<file path="src/rtl/vga_fb_arbiter.sv">
// Frame-buffer SRAM arbiter: display reads win every cycle, camera writes queue in a FIFO and drain into idle slots.
// Optional FB_ARB_OVF_CNT_EN adds a saturating dropped-write counter on oOvf_Cnt; otherwise oOvf_Cnt is tied to 0.
module vga_fb_arbiter #(
    parameter int ADDR_W   = 22,
    parameter int DATA_W   = 16,
    parameter int WF_DEPTH = 8
) (
    input  logic              iCLK,
    input  logic              iRST_N,
    input  logic              iRd_Req,
    input  logic [ADDR_W-1:0] iRd_Addr,
    output logic [DATA_W-1:0] oRd_Data,
    output logic              oRd_Valid,
    input  logic              iWr_Valid,
    input  logic [ADDR_W-1:0] iWr_Addr,
    input  logic [DATA_W-1:0] iWr_Data,
    output logic              oWr_Ready,
    output logic [ADDR_W-1:0] oMem_Addr,
    output logic [DATA_W-1:0] oMem_WData,
    output logic              oMem_WE_N,
    output logic              oMem_OE_N,
    input  logic [DATA_W-1:0] iMem_RData,
    output logic [15:0]       oOvf_Cnt,
    output logic [1:0]        oGnt_State
);

    // Handshake: a camera word is transferred on a rising edge where iWr_Valid && oWr_Ready;
    // oWr_Ready depends only on registered FIFO pointers, never on iWr_Valid.

    localparam int PW = $clog2(WF_DEPTH);

    typedef enum logic [1:0] {
        GNT_NONE = 2'd0,
        GNT_RD   = 2'd1,
        GNT_WR   = 2'd2
    } gnt_t;

    gnt_t gnt_q, gnt_d;

    logic [PW:0]       wr_ptr, rd_ptr;
    logic [ADDR_W-1:0] fifo_addr [WF_DEPTH];
    logic [DATA_W-1:0] fifo_data [WF_DEPTH];
    logic              fifo_empty, fifo_full;
    logic              push, pop;
    logic [ADDR_W-1:0] head_addr;
    logic [DATA_W-1:0] head_data;

    assign fifo_empty = (wr_ptr == rd_ptr);
    assign fifo_full  = (wr_ptr[PW] != rd_ptr[PW]) && (wr_ptr[PW-1:0] == rd_ptr[PW-1:0]);
    assign oWr_Ready  = !fifo_full;
    assign push       = iWr_Valid && !fifo_full;
    assign pop        = (gnt_d == GNT_WR);
    assign head_addr  = fifo_addr[rd_ptr[PW-1:0]];
    assign head_data  = fifo_data[rd_ptr[PW-1:0]];
    assign oGnt_State = gnt_q;

    // Grant decision is purely combinational; it is registered together with the pins.
    always_comb begin
        gnt_d = GNT_NONE;
        if (iRd_Req) begin
            gnt_d = GNT_RD;
        end else if (!fifo_empty) begin
            gnt_d = GNT_WR;
        end
    end

    always_ff @(posedge iCLK or negedge iRST_N) begin
        if (!iRST_N) begin
            gnt_q <= GNT_NONE;
        end else begin
            gnt_q <= gnt_d;
        end
    end

    always_ff @(posedge iCLK) begin
        if (push) begin
            fifo_addr[wr_ptr[PW-1:0]] <= iWr_Addr;
            fifo_data[wr_ptr[PW-1:0]] <= iWr_Data;
        end
    end

    always_ff @(posedge iCLK or negedge iRST_N) begin
        if (!iRST_N) begin
            wr_ptr <= '0;
            rd_ptr <= '0;
        end else begin
            if (push) wr_ptr <= wr_ptr + 1'b1;
            if (pop)  rd_ptr <= rd_ptr + 1'b1;
        end
    end

    // Address and write data hold through idle cycles so the SRAM bus does not toggle needlessly.
    always_ff @(posedge iCLK or negedge iRST_N) begin
        if (!iRST_N) begin
            oMem_Addr  <= '0;
            oMem_WData <= '0;
            oMem_WE_N  <= 1'b1;
            oMem_OE_N  <= 1'b1;
        end else begin
            oMem_WE_N <= 1'b1;
            oMem_OE_N <= 1'b1;
            case (gnt_d)
                GNT_RD: begin
                    oMem_Addr <= iRd_Addr;
                    oMem_OE_N <= 1'b0;
                end
                GNT_WR: begin
                    oMem_Addr  <= head_addr;
                    oMem_WData <= head_data;
                    oMem_WE_N  <= 1'b0;
                end
                default: ;
            endcase
        end
    end

    always_ff @(posedge iCLK or negedge iRST_N) begin
        if (!iRST_N) begin
            oRd_Data  <= '0;
            oRd_Valid <= 1'b0;
        end else begin
            oRd_Valid <= (gnt_q == GNT_RD);
            if (gnt_q == GNT_RD) oRd_Data <= iMem_RData;
        end
    end

`ifdef FB_ARB_OVF_CNT_EN
    logic [15:0] ovf_q;

    always_ff @(posedge iCLK or negedge iRST_N) begin
        if (!iRST_N) begin
            ovf_q <= '0;
        end else if (iWr_Valid && fifo_full && (ovf_q != 16'hFFFF)) begin
            ovf_q <= ovf_q + 16'd1;
        end
    end

    assign oOvf_Cnt = ovf_q;
`else
    assign oOvf_Cnt = '0;
`endif

endmodule

</file>
<file path="config.mk">
export PLATFORM = sky130hd
export DESIGN_NAME = vga_fb_arbiter
export DESIGN_NICKNAME = d
export VERILOG_FILES = /design/src/rtl/vga_fb_arbiter.sv
export SDC_FILE = /design/constraint.sdc
export NUM_CORES = 1
export LEC_CHECK = 0
export CAP_MARGIN = 5
export CORE_ASPECT_RATIO = 1.75
export CORE_MARGIN = 5
export CORE_UTILIZATION = 33
export CTS_CLUSTER_DIAMETER = 120
export DETAILED_ROUTE_END_ITERATION = 10
export SYNTH_ARGS = -nofsm -noshare
export SYNTH_HDL_FRONTEND = slang
export SYNTH_SLANG_ARGS = --single-unit
</file>
<file path="constraint.sdc">
create_clock -name iCLK -period 5.9 [get_ports iCLK]
set_input_delay 0.59 -clock iCLK [delete_from_list [all_inputs] [get_ports iCLK]]
set_output_delay 0.59 -clock iCLK [all_outputs]
set_load 0.005 [all_outputs]
</file>
-- Word-level counts from Yosys, hierarchy flattened
Memories as Yosys holds them, arrays and structs flattened. A register that Yosys moved wholly into a read port is not among the register bits.
Index checks and enable logic that the tools add are counted.
- add/subtract/negate cells: 2
- $mul: 0
- div/mod/pow operators: 0
- $lt $le $gt $ge: 0
- equal/unequal tests: 6
- shifts and indexed selects: 0
- mux-type cells: 7
- bitwise operators: 0
- reduce and logical (&&, ||, !) cells: 5
- operators by type and width (kind ; count):
    $pmux W22 S2 ; 1
    $add A4 B1 Y4 const B ; 2
    $eq A2 B1 Y1 const B ; 2
    $eq A4 B4 Y1 ; 1
    $mux W1 ; 4
    $mux W2 ; 2
    $eq A3 B3 Y1 ; 1
    $eq A2 B2 Y1 const B ; 1
    $logic_and A1 B1 Y1 ; 2
    $logic_not A1 Y1 ; 2
    $reduce_bool A2 Y1 ; 1
    $ne A1 B1 Y1 ; 1
- flip-flop bits (word level): 51
- latch bits: 0
- RAM bits: 304
- ROM bits: 0
- bits of input ports: 80
- memories: 2
- memories (name ; depth ; bits a word ; read ports ; clocked after memory_dff ; wr ports ; line ; text):
    fifo_addr ; 8 ; 22 ; 1 ; 0 ; 1 ; 41 ; logic [ADDR_W-1:0] fifo_addr [WF_DEPTH];
    fifo_data ; 8 ; 16 ; 1 ; 1 ; 1 ; 42 ; logic [DATA_W-1:0] fifo_data [WF_DEPTH];

-- Longest topological paths before layout
- word-level depth: 6
- gate-level depth with buffers: 8
- gate-level depth less buffers: 5

-- Worst setup path before layout
No wires, ideal clock.
- path type: register to register
- start point: register wr_ptr[0]
- end point: memory fifo_addr[0][0] (enable)
- library setup time: 0.481 ns
- arrival time: 3.626 ns
- data required time: 5.419 ns
- setup slack: 1.793 ns
- cell stages (with the launch flop): 6
- path buffers: 1
- period minus slack after synthesis: 4.107 ns
- cell sequence: dfrtp_1 buf_2 xnor2_1 nand4_1 nand3b_1 nor3_1
- longest elaborated chain between the ends: 6
- ends and longest elaborated chain (item ; line ; text):
    start, declared ; 40 ; logic [PW:0] wr_ptr, rd_ptr;
    start signal, assigned ; 87 ; if (push) wr_ptr <= wr_ptr + 1'b1;
    $eq A3 B3 Y1 ; 49 ; assign fifo_full = (wr_ptr[PW] != rd_ptr[PW]) && (wr_ptr[PW-1:0] == rd_ptr[PW-1:0]);
    $logic_and A1 B1 Y1 ; 49 ;
    $logic_not A1 Y1 ; -- ;
    via oWr_Ready ; 17 ; output logic oWr_Ready,
    $logic_and A1 B1 Y1 ; 51 ; assign push = iWr_Valid && !fifo_full;
    $mux W1 ; 76 ; if (push) begin
    $mux W1 (not written as such) ; 77 ; fifo_addr[wr_ptr[PW-1:0]] <= iWr_Addr;
    end, declared ; 41 ;
The timed path passes the listed nets, and every way through them passes these cells.

-- Worst setup path in the final report
- start point: register rd_ptr[1]
- end point: output oWr_Ready
- longest elaborated chain between the ends: 3
- ends and longest elaborated chain (item ; line ; text):
    start, declared ; 40 ;
    start signal, assigned ; 88 ; if (pop) rd_ptr <= rd_ptr + 1'b1;
    $eq A3 B3 Y1 ; 49 ;
    $logic_and A1 B1 Y1 ; 49 ;
    $logic_not A1 Y1 ; 50 ; assign oWr_Ready = !fifo_full;
    end, declared ; 17 ;
No other way between the ends.

==> reports/qor.yml <==
drt_wl_total_mm: 30.6
area_delta_synth_final_pct: 22.1
place.gp.congestion: 0.719
fp-row-count: 100
leakagePower_uw: 0.00584
drv_slew: 0
fin_crit_sh_pct: 50.7
design_area_mm2: 0.0173
antenna_found_initial: 1
io_pins: 156
yosys-top-cells-count: "edfxtp_1 (304), mux4_2 (76), dfrtp_1 (65), mux2i_1 (37), nor2_1 (23)"
fin_cells: 1420
cp-start-kind: "register"
hold_class: "in -> async"
hold_viol: 0
crit_type: "reg -> out"
yosys-top-cells-area: "edfxtp_1 (64%), mux4_2 (12%), dfrtp_1 (11%)"
clkTransAtPathRegs_ns: 0.07
cts_hold_buf: 0
critPathMaxFanout: 36
critPathRequiredTime_ns: 5.31
hpwl_mm: 19.1
min_period_ns: 2.99
initial_core_util_pct: 33.3
nets: 916
ant_nets: 0
synth_top_area_cell: "edfxtp_1"
synth-seq-area-share_pct: 76.3
grt_max_degree: 68
grt_util_all_layers_pct: 12.9
insertion_delay_ns: 0.52
rsz0062_at_grt: "no"
synthCells: 681
grt_pass1_wl_mm: 46.8
die_area_mm2: 0.0474
grt-ovfl-total: 0
crit_slowest_cell: "dfrtp_4"
grt_pass1_vias: 7554
ys.flop_type: "edfxtp_1"
cts_buffer_depth: 3
worstPathArrival_ns: 2.40
ys_seq_elements: 371
via_count: 6766
clock.fmax_mhz: 334
clkSinkCount: 371
root_buffer: "clkbuf_16"
final.setup.tns_ns: 0
end_kind: "output port"
first_iter_violations: 454
p_per_area_mw_per_mm2: 476
pre_cts_slack_ns: 2.88
synth.top_cell.area_share_pct: 64.4
synth.cell_area_mm2: 0.0142
tightestPinTransition_ns: 1.15
fin_ws_ns: 2.91
n_antenna_cell: 0
avgRoutedWirePerCell_um: 21.6
avgSynthCellArea_um2: 20.8
dp.cells: 1359
cts_tree: "done"
die_w_um: 167
slowest_delay_ns: 0.85
yosys_warnings: 0
synthArstFlopShare_pct: 18.1
cts_setup_buffers: 0
die_h_um: 284
final_layout_size_suffix_gt1_share_pct: 20.7
slew_headroom_pct: 23.3
cts_resized: 0
port-buffer-count: 139
dr.pass1.iters: 5
setup_viol: 0
whs_ns: 0.225
max_cap_violations: 0
routed_via_density: 4.76
synth.most_common_cell: "edfxtp_1"
synth_edf_count: 304
numCtsBuffers: 34
placed_area_mm2: 0.0162
core_mm2: 0.0425
fillers: 3785
status: "completed"
cts.htree.levels: 2
synthDistinctLibCells: 32
skew_ns: 0.0157
drc: 0
ir_worst_vdd_mv: 0.186
crit_chain: "xnor2_1 -> nand4_1 -> clkdlybuf4s50_1"
## registers in the layout, indices dropped and copies added (netlist names)
signal,flops
oMem_WData,16
oMem_OE_N,1
fifo_data,128
oGnt_State,2
oMem_Addr,22
oRd_Valid,1
fifo_addr,176
oMem_WE_N,1
oRd_Data,16
rd_ptr,4
wr_ptr,4
## cell families (layout without fill, tap and decap cells)
kind of cell	after synthesis	after routing	share of synthesized area (%)
AO/OA/AOI/OAI	40	40	2.21
XOR/XNOR	13	13	0.803
adder cells (fa/ha/maj)	2	2	0.177
buffers and inverters	65	228	2.68
flip-flops	371	371	76.3
multiplexers	131	131	16.1
other	1	16	0.0265
AND/OR/NAND/NOR	58	58	1.72
## report_power, final
part | total, uW | switching (uW) | internal, uW
clock | 2220 | 946 | 1270
sequential | 3720 | 310 | 3410
combinational | 2310 | 1090 | 1220
total | 8240 | 2340 | 5900
## cell usage in the layout (no fill, tap or decap), types with 16 or more instances in the layout
cell type	n
mux2_2	18
o21ai_0	16
a221o_1	18
nor2_1	18
mux4_2	76
buf_4	18
edfxtp_1	304
nand2_1	22
mux2i_1	37
conb_1	16
dfrtp_1	62
clkdlybuf4s50_1	138
clkbuf_16	35
## per-stage QoR
stage	total power (uW)	util, %
final	8240	40.7
after global routing	8680	40.7
after CTS	8410	40.7
after detailed placement	6170	38.0
after global placement	6140	38.0
after floorplan	5180	-
## critical path, delay by kind of cell, from the launching register on
| kind | cells | cell delay (ns) |
|---|---|---|
| buffers and inverters | 1 | 0.58 |
| xor gates and xnor gates | 1 | 0.21 |
| and+or+nand+nor | 1 | 0.23 |
| DFF | 1 | 0.85 |
## cell type report
class / instances / area (um2) / share of cell area, %
sequential: 371 / 10800 / 62.5
multi-input combinational: 260 / 3090 / 17.9
timing repair buffer: 156 / 1520 / 8.77
clock buffer: 43 / 946 / 5.47
tap: 561 / 702 / 4.06
clock inverter: 18 / 178 / 1.03
inverter: 11 / 46.3 / 0.268
## path summary, 6_finish.rpt
| kind | start | endpoint | slack (ns) | depth (start not counted) |
|---|---|---|---|---|
| worst max-delay path | rd_ptr[1] | oWr_Ready | 2.91 | 3 |
| worst min-delay path | iRST_N | oMem_Addr[13] | 0.23 | 1 |
| worst max register to register | rd_ptr[1] | fifo_data[2][2] | 2.94 | 5 |
| worst min register to register | oMem_WData[2] | oMem_WData[2] | 0.48 | 2 |
| max in group asynchronous | iRST_N | rd_ptr[0] | 4.95 | 1 |
| min in group iCLK | oMem_WData[2] | oMem_WData[2] | 0.48 | 2 |
## routing by layer
layer	routed length, um	track usage [%]	share of wire (%)
met1	11100	14.1	36
met2	17400	24.7	57
met3	1480	2.31	4.8
met4	685	4.50	2.2
met5	0	0	0
(Power assumes the default switching activity.)
